### src/rtl/font_rom_arbiter_if.sv
// Requester-side bus of the font ROM arbiter: per-requester request/address in,
// one-hot grant and response strobe plus returned pixel line out.
interface font_rom_arbiter_if #(
   parameter int NUM_REQ = 3,
   parameter int ADDR_W  = 11
);
   logic [NUM_REQ-1:0]        req;
   logic [NUM_REQ*ADDR_W-1:0] addr_in;
   logic [NUM_REQ-1:0]        gnt;
   logic [NUM_REQ-1:0]        rsp_valid;
   logic [7:0]                rsp_data;

   modport master (
      output req,
      output addr_in,
      input  gnt,
      input  rsp_valid,
      input  rsp_data
   );

   modport slave (
      input  req,
      input  addr_in,
      output gnt,
      output rsp_valid,
      output rsp_data
   );
endinterface

### src/rtl/font_rom_arbiter.sv
// Shares one synchronous font ROM among NUM_REQ text requesters; responses return 2 cycles after grant.
// Policy macro FONT_ARB_FIXED_PRIO_EN: defined = fixed priority (lowest index), undefined = round-robin.
module font_rom_arbiter #(
   parameter int NUM_REQ = 3,
   parameter int ADDR_W  = 11
) (
   input  logic              clk,
   input  logic              rst,
   input  logic              module_en,
   font_rom_arbiter_if.slave bus,
   output logic [ADDR_W-1:0] rom_addr,
   input  logic [7:0]        rom_data
);

   localparam int IDX_W = $clog2(NUM_REQ);

   logic [NUM_REQ-1:0] gnt_r;
   logic [NUM_REQ-1:0] stage1_r;
   logic [NUM_REQ-1:0] rsp_valid_r;
   logic [7:0]         rsp_data_r;
   logic [ADDR_W-1:0]  rom_addr_r;

   logic [NUM_REQ-1:0] gnt_next_s;
   logic [ADDR_W-1:0]  win_addr_s;
   logic [IDX_W-1:0]   win_idx_s;
   logic               win_found_s;

`ifdef FONT_ARB_FIXED_PRIO_EN
   // Winner select: scan downward so the lowest requesting index is the last to overwrite.
   always_comb begin
      win_found_s = 1'b0;
      win_idx_s   = '0;
      for (int k = NUM_REQ - 1; k >= 0; k--) begin
         win_idx_s   = bus.req[k] ? IDX_W'(k) : win_idx_s;
         win_found_s = win_found_s | bus.req[k];
      end
   end
`else
   logic [IDX_W-1:0] ptr_r;
   logic [IDX_W:0]   cand_s;
   logic             hit_s;

   // Winner select: first requester found searching from the slot after the last grant.
   always_comb begin
      win_found_s = 1'b0;
      win_idx_s   = '0;
      cand_s      = '0;
      hit_s       = 1'b0;
      for (int k = 1; k <= NUM_REQ; k++) begin
         cand_s      = {1'b0, ptr_r} + (IDX_W + 1)'(k);
         cand_s      = (cand_s >= (IDX_W + 1)'(NUM_REQ)) ? (cand_s - (IDX_W + 1)'(NUM_REQ)) : cand_s;
         hit_s       = bus.req[cand_s[IDX_W-1:0]] & ~win_found_s;
         win_idx_s   = hit_s ? cand_s[IDX_W-1:0] : win_idx_s;
         win_found_s = win_found_s | hit_s;
      end
   end

   // Round-robin pointer: remembers the last granted index, moves only when a grant issues.
   always_ff @(posedge clk or negedge rst) begin
      if (!rst) begin
         ptr_r <= IDX_W'(NUM_REQ - 1);
      end else if (|gnt_next_s) begin
         ptr_r <= win_idx_s;
      end else begin
         ptr_r <= ptr_r;
      end
   end
`endif

   // Next grant vector and the winner's address slice.
   always_comb begin
      gnt_next_s = '0;
      win_addr_s = bus.addr_in[int'(win_idx_s)*ADDR_W +: ADDR_W];
      if (module_en && win_found_s) begin
         gnt_next_s[win_idx_s] = 1'b1;
      end else begin
         gnt_next_s = '0;
      end
   end

   // Grant/address registers and the 2-stage tag pipeline aligned with the ROM read latency.
   always_ff @(posedge clk or negedge rst) begin
      if (!rst) begin
         gnt_r       <= '0;
         rom_addr_r  <= '0;
         stage1_r    <= '0;
         rsp_valid_r <= '0;
         rsp_data_r  <= 8'h00;
      end else begin
         gnt_r       <= gnt_next_s;
         rom_addr_r  <= (|gnt_next_s) ? win_addr_s : rom_addr_r;
         stage1_r    <= gnt_r;
         rsp_valid_r <= stage1_r;
         rsp_data_r  <= (|stage1_r) ? rom_data : 8'h00;
      end
   end

   assign bus.gnt       = gnt_r;
   assign bus.rsp_valid = rsp_valid_r;
   assign bus.rsp_data  = rsp_data_r;
   assign rom_addr      = rom_addr_r;

endmodule

### src/flat_wrapper.sv
// flat-port wrapper written by rule: the top's interface ports become plain ports
module font_rom_arbiter_flat 
#(
   parameter int NUM_REQ = 3,
   parameter int ADDR_W  = 11
)
  (clk, rst, module_en, rom_addr, rom_data, bus_req, bus_addr_in, bus_gnt, bus_rsp_valid, bus_rsp_data);
  font_rom_arbiter_if #(.NUM_REQ(NUM_REQ), .ADDR_W(ADDR_W)) bus_i ();
  input  logic clk;
  input  logic rst;
  input  logic module_en;
  output logic [ADDR_W-1:0] rom_addr;
  input  logic [7:0] rom_data;
  input wire logic [$bits(bus_i.req)-1:0] bus_req;
  input wire logic [$bits(bus_i.addr_in)-1:0] bus_addr_in;
  output wire logic [$bits(bus_i.gnt)-1:0] bus_gnt;
  output wire logic [$bits(bus_i.rsp_valid)-1:0] bus_rsp_valid;
  output wire logic [$bits(bus_i.rsp_data)-1:0] bus_rsp_data;
  assign bus_i.req = bus_req;
  assign bus_i.addr_in = bus_addr_in;
  assign bus_gnt = bus_i.gnt;
  assign bus_rsp_valid = bus_i.rsp_valid;
  assign bus_rsp_data = bus_i.rsp_data;
  font_rom_arbiter #(.NUM_REQ(NUM_REQ), .ADDR_W(ADDR_W)) u_core (.clk(clk), .rst(rst), .module_en(module_en), .bus(bus_i), .rom_addr(rom_addr), .rom_data(rom_data));
endmodule
### config.mk
export PLATFORM = sky130hd
export DESIGN_NAME = font_rom_arbiter_flat
export DESIGN_NICKNAME = d
export VERILOG_FILES = /design/src/rtl/font_rom_arbiter_if.sv /design/src/rtl/font_rom_arbiter.sv /design/src/flat_wrapper.sv
export SDC_FILE = /design/constraint.sdc
export NUM_CORES = 1
export LEC_CHECK = 0
export BUFFER_PORTS_ARGS = -buffer_cell sky130_fd_sc_hd__buf_2
export CELL_PAD_IN_SITES_DETAIL_PLACEMENT = 0
export CELL_PAD_IN_SITES_GLOBAL_PLACEMENT = 1
export CORE_ASPECT_RATIO = 1.4
export CORE_MARGIN = 2
export CORE_UTILIZATION = 33
export CTS_CLUSTER_SIZE = 12
export DETAILED_ROUTE_END_ITERATION = 12
export PLACE_DENSITY_LB_ADDON = 0.1
export SLEW_MARGIN = 20
export SYNTH_ARGS = -nofsm -noshare
export SYNTH_HDL_FRONTEND = slang
export SYNTH_SLANG_ARGS = --single-unit
### constraint.sdc
create_clock -name clk -period 5.8 [get_ports clk]
set_clock_uncertainty 0.05 [all_clocks]
set_input_delay 0.29 -clock clk [delete_from_list [all_inputs] [get_ports clk]]
set_output_delay 0.29 -clock clk [all_outputs]
set_load 0.01 [all_outputs]
## Word level (Yosys, flattened, before mapping)

Cells that the tools add are included.
Widths: inputs -> output; s select.

- Register bits: 30
- Input port bits: 47
- Output and inout port bits: 25

- Add/subtract/negate cells: 6
- $mul: 1
- Magnitude comparators: 8
- Shifts and indexed selects: 1
- Multiplexer cells: 16
- Bitwise operators: 6
- Reductions and logical operators: 4

Operator list:

| cell | number |
|---|---|
| $shiftx 33x32->11 | 1 |
| $lt 2x3->1 const B | 4 |
| $mux 2 | 6 |
| $ge 3x2->1 const B | 3 |
| $mux 8 | 1 |
| $add 2x2->3 const B | 2 |
| $bmux 1 s2 | 3 |
| $mul 2x4->6 const B | 1 |
| $reduce_or 3->1 | 2 |
| $sub 2x2->2 const B | 3 |
| $mux 1 | 4 |
| $add 2x1->3 const B | 1 |
| $mux 3 | 1 |
| $and 1x1->1 | 2 |
| $demux 1 s2 | 1 |
| $ge 2x1->1 const B | 1 |
| $logic_and 1x1->1 | 2 |
| $not 1->1 | 2 |
| $or 1x1->1 | 2 |

## Logic depth before layout (Yosys ltp)

- Word-level depth: 17
- Depth in mapped cells: 10
- Gate-level depth less buffers: 8

## Worst setup path before layout

Ideal clock, no wire load.

- Path type: register -> register
- From: register u_core.ptr_r[1]
- To: register u_core.rom_addr_r[0] (netlist: u_core.rom_addr[0])
- Setup time: 0.111 ns
- Data arrival time: 2.272 ns
- Setup slack: 3.367 ns
- Stages on the path, launching flop included: 11
- Period minus slack after synthesis: 2.433 ns
- Cells stage by stage: dfstp_2 inv_1 ha_1 buf_6 nor3b_2 o21bai_4 a211o_1 o311ai_4 and3b_4 buf_6 a222oi_1

- Longest elaborated chain between the ends: 17

Ends and longest elaborated chain:

| element | RTL line | RTL |
|---|---|---|
| start, declared | font_rom_arbiter.sv:39 | `logic [IDX_W-1:0] ptr_r;` |
| start signal, assigned | font_rom_arbiter.sv:61 | `ptr_r <= IDX_W'(NUM_REQ - 1);` |
| start signal, assigned | font_rom_arbiter.sv:63 | `ptr_r <= win_idx_s;` |
| start signal, assigned | font_rom_arbiter.sv:65 | `ptr_r <= ptr_r;` |
| $add 2x1->3 | font_rom_arbiter.sv:50 | `cand_s = {1'b0, ptr_r} + (IDX_W + 1)'(k);` |
| $ge 3x2->1 or $sub 2x2->2 (tied branches) | font_rom_arbiter.sv:51 | `cand_s = (cand_s >= (IDX_W + 1)'(NUM_REQ)) ? (cand_s - (IDX_W + 1)'(NUM_REQ)) : cand_s;` |
| $mux 2 | font_rom_arbiter.sv:51 |  |
| $bmux 1 s2 | font_rom_arbiter.sv:52 | `hit_s = bus.req[cand_s[IDX_W-1:0]] & ~win_found_s;` |
| $mux 1 (implied by the code) | font_rom_arbiter.sv:52 |  |
| $not 1->1 | font_rom_arbiter.sv:52 |  |
| $and 1x1->1 | font_rom_arbiter.sv:52 |  |
| $or 1x1->1 | font_rom_arbiter.sv:54 | `win_found_s = win_found_s \| hit_s;` |
| [... 2 more ...] | -- |  |
| $mux 2 | font_rom_arbiter.sv:53 | `win_idx_s = hit_s ? cand_s[IDX_W-1:0] : win_idx_s;` |
| $lt 2x3->1 (implied by the code) or $ge 2x1->1 (tied branches) | font_rom_arbiter.sv:75 | `gnt_next_s[win_idx_s] = 1'b1;` |
| $logic_and 1x1->1 (implied by the code) | font_rom_arbiter.sv:75 |  |
| $mux 1 (implied by the code) | font_rom_arbiter.sv:75 |  |
| $demux 1 s2 | -- |  |
| $mux 3 (*) | font_rom_arbiter.sv:74 | `if (module_en && win_found_s) begin` |
| via u_core.gnt_next_s[1] | font_rom_arbiter.sv:23 | `logic [NUM_REQ-1:0] gnt_next_s;` |
| $reduce_or 3->1 (*) | font_rom_arbiter.sv:91 | `rom_addr_r <= (\|gnt_next_s) ? win_addr_s : rom_addr_r;` |
| end signal, assigned | font_rom_arbiter.sv:91 |  |
| end, declared | font_rom_arbiter.sv:21 | `logic [ADDR_W-1:0] rom_addr_r;` |

Mark *: on every way through the listed nets, which the timed path passes. The rest lies on a longest branch. The select of a mux whose other input is x is not followed.
A chain may end at the register's enable or synchronous reset.

## Worst setup path in the final report

- From: register u_core.ptr_r[0]
- To: register u_core.rom_addr_r[1] (netlist: u_core.rom_addr[1])

- Longest elaborated chain between the ends: 17

Ends and longest elaborated chain:

| element |
|---|
| parallel branches: the longest is 17 deep, another holds $mul 2x4->6 |

Parallel ways; which one is timed is not known. The select of a mux whose other input is x is not followed.

==> results_dict.tcl <==
set metrics [dict create \
    start_util_pct 33.75 \
    synth_top_area_share_pct 48.17 \
    yosysWarnings 0 \
    dp_hpwl_um 2507 \
    setup_viol 0 \
    wl_per_cell_um 12.35 \
    start_kind "flop" \
    r2r_start "u_core.ptr_r[0]" \
    rsz0062_at_grt "no" \
    hp-class "input pin to asynchronous set/reset pin" \
    setup_tns_ns 0 \
    vias 1266 \
    synth_area_per_cell_um2 11.08 \
    cts_resized 0 \
    totalWireLength_um 3359 \
    grt_start_max_net_pins 31 \
    drv_cap 0 \
    ys_seq_area_share_pct 49.92 \
    power_density_mw_per_mm2 574.3 \
    core-area_mm2 0.004463 \
    area_delta_synth_final_pct 31.56 \
    syn-num-nets 187 \
    numCtsBuffers 5 \
    drive_above_1_share_pct 42.38 \
    violations "hold timing" \
    ant_nets 0 \
    clk_latency_ns 0.28 \
    vdd.ir_drop.worst_v 0.0001998 \
    via_per_inst 4.654 \
    portBuffers 71 \
    cts.sinks 30 \
    core.rowCount 29 \
    final_cell_mix "71 x buf_2, 29 x dfrtp_1, 25 x inv_1" \
    grt_usage_pct 14.88 \
    grt_first_pass_wirelength_um 5789 \
    ctsHtreeMaxLevel 2 \
    gp_congestion 0.7576 \
    die_w_um 61.10 \
    tightest_slew_ns 0.9532 \
    synth_edf_count 0 \
    drc_errors 0 \
    cts_setup_buffers 0 \
    slew_headroom_pct 36.30 \
    yosysUniqueCellTypes 32 \
    synth_top_cells_by_area "dfrtp_1 48%, a222oi_1 7.3%, mux2i_1 7.3%" \
    end_kind "flop" \
    dieArea_mm2 0.005129 \
    grt_pass1_vias 1324 \
    arrival_ns 3.14 \
    max_freq_ghz 0.3230 \
    num-nets-final 260 \
    status "finished with violations" \
    antenna_found_initial 0 \
    async_reset_ff_share_pct 100.0 \
    timing.critical_path.fanout_max 16 \
    drt_iter0_markers 95 \
    synth_largest_area_cell "dfrtp_1" \
    critPathKind "flop to flop" \
    cts_hold_buf 0 \
    leakage_nw 1.124 \
    slew_violations 0 \
    clockRootBuffer "clkbuf_8" \
    clk_path_buf_depth 2 \
    netlist_instances 136 \
    layout_commonest_cell "buf_2" \
    synth-main-ff-cell "dfrtp_1" \
    critPathRequiredTime_ns 5.84 \
    cts_tree "yes" \
    hold_viol_final 29 \
    place_area_mm2 0.001887 \
    final_cell_area_mm2 0.001982 \
    crit_start "u_core.ptr_r[0]" \
    fin_crit_ns 3.096 \
    clk_pin_slew_ns 0.07 \
    firstDrtPassIters 6 \
    ios 72 \
    netlist_area_mm2 0.001506 \
    overflow 0 \
    dieHeight_um 83.95 \
    post-route-period-util_pct 53.38 \
    hold_slack_ns -0.02143 \
    insertedDiodeCount 0 \
    synth_seq_cells 30 \
]
[synthesized netlist by cell type (2+ instances only)]
cell and number:
o21ai_1 2, a222oi_1 11, nand2_1 9, nor2_1 3
nor2b_1 8, dfrtp_1 29, ha_1 4, mux2i_1 11
inv_1 25, a21oi_1 9, inv_2 2, buf_6 3
[flip-flops by register name (all words and copies together) (netlist names)]
| name | flops |
|---|---|
| u_core.rom_addr | 11 |
| u_core.bus.rsp_data | 8 |
| u_core.bus.gnt | 3 |
| u_core.bus.rsp_valid | 3 |
| u_core.stage1_r | 3 |
| u_core.ptr_r | 2 |
[area by class of cell]
type                    instances  area (um^2)
clock buffers                   6        82.58
clock inverters                 2        12.51
fillers                       433         2481
inverters                      27        101.3
multi-input cells              74        600.6
flip-flops and latches         30        752.0
well taps                      62        77.57
repair buffers                 71        355.3
[power breakdown]
part	total, mW	switching (mW)	internal [mW]
Sequential	0.326	0.0369	0.289
Clock	0.173	0.0779	0.0951
Combinational	0.639	0.361	0.279
[layer usage]
metal / vias to the layer above / track usage (%) / wire (um)
met1: 576 / 17.92 / 1229
met5: - / 0 / 0
met2: 64 / 23.60 / 1709
met4: 0 / 6.917 / 99
li1: 616 / - / -
met3: 10 / 4.341 / 320
[cell families after synthesis]
logic type	after synthesis	share of synthesized area, %
multiplexers	12	8.223
flip-flops	30	49.92
adder cells (fa/ha/maj)	4	3.322
AO/OA/AOI/OAI	30	17.28
buffers and inverters	32	10.22
AND/OR/NAND/NOR	28	11.05
[worst max-delay path, stage by stage, from the launching register on]
cell,delay (ns)
dfrtp_1,0.48
inv_1,0.13
ha_1,0.43
nor3b_2,0.25
o21bai_4,0.16
a211o_1,0.16
o311ai_4,0.30
o21ai_1,0.78
a222oi_1,0.17
[final timing paths]
| path | to | slack [ns] | depth (start not counted) |
|---|---|---|---|
| setup reg to reg | u_core.rom_addr[1] | 2.70 | 8 |
| setup / recovery | u_core.rom_addr[1] | 2.70 | 8 |
| max in group asynchronous | u_core.rom_addr[0] | 5.31 | 1 |
| min in group clk | u_core.bus.rsp_data[6] | 0.18 | 2 |
| hold reg to reg | u_core.stage1_r[2] | 0.32 | 0 |
| hold / removal | u_core.bus.rsp_data[6] | -0.02 | 1 |
[metrics by stage]
stage,setup slack (ns),hold slack (ns),util (%),total power [mW],instances
finish,2.704,-0.02143,44.41,1.138,272
detailed placement,2.687,0.3086,42.28,0.9770,264
global route,2.449,0.02831,44.41,1.242,272
global placement,2.853,0.2945,42.28,0.9534,264
floorplan,3.367,-0.05559,-,0.8474,136
CTS,2.652,0.006821,44.41,1.155,272
(Power assumes the default switching activity.)
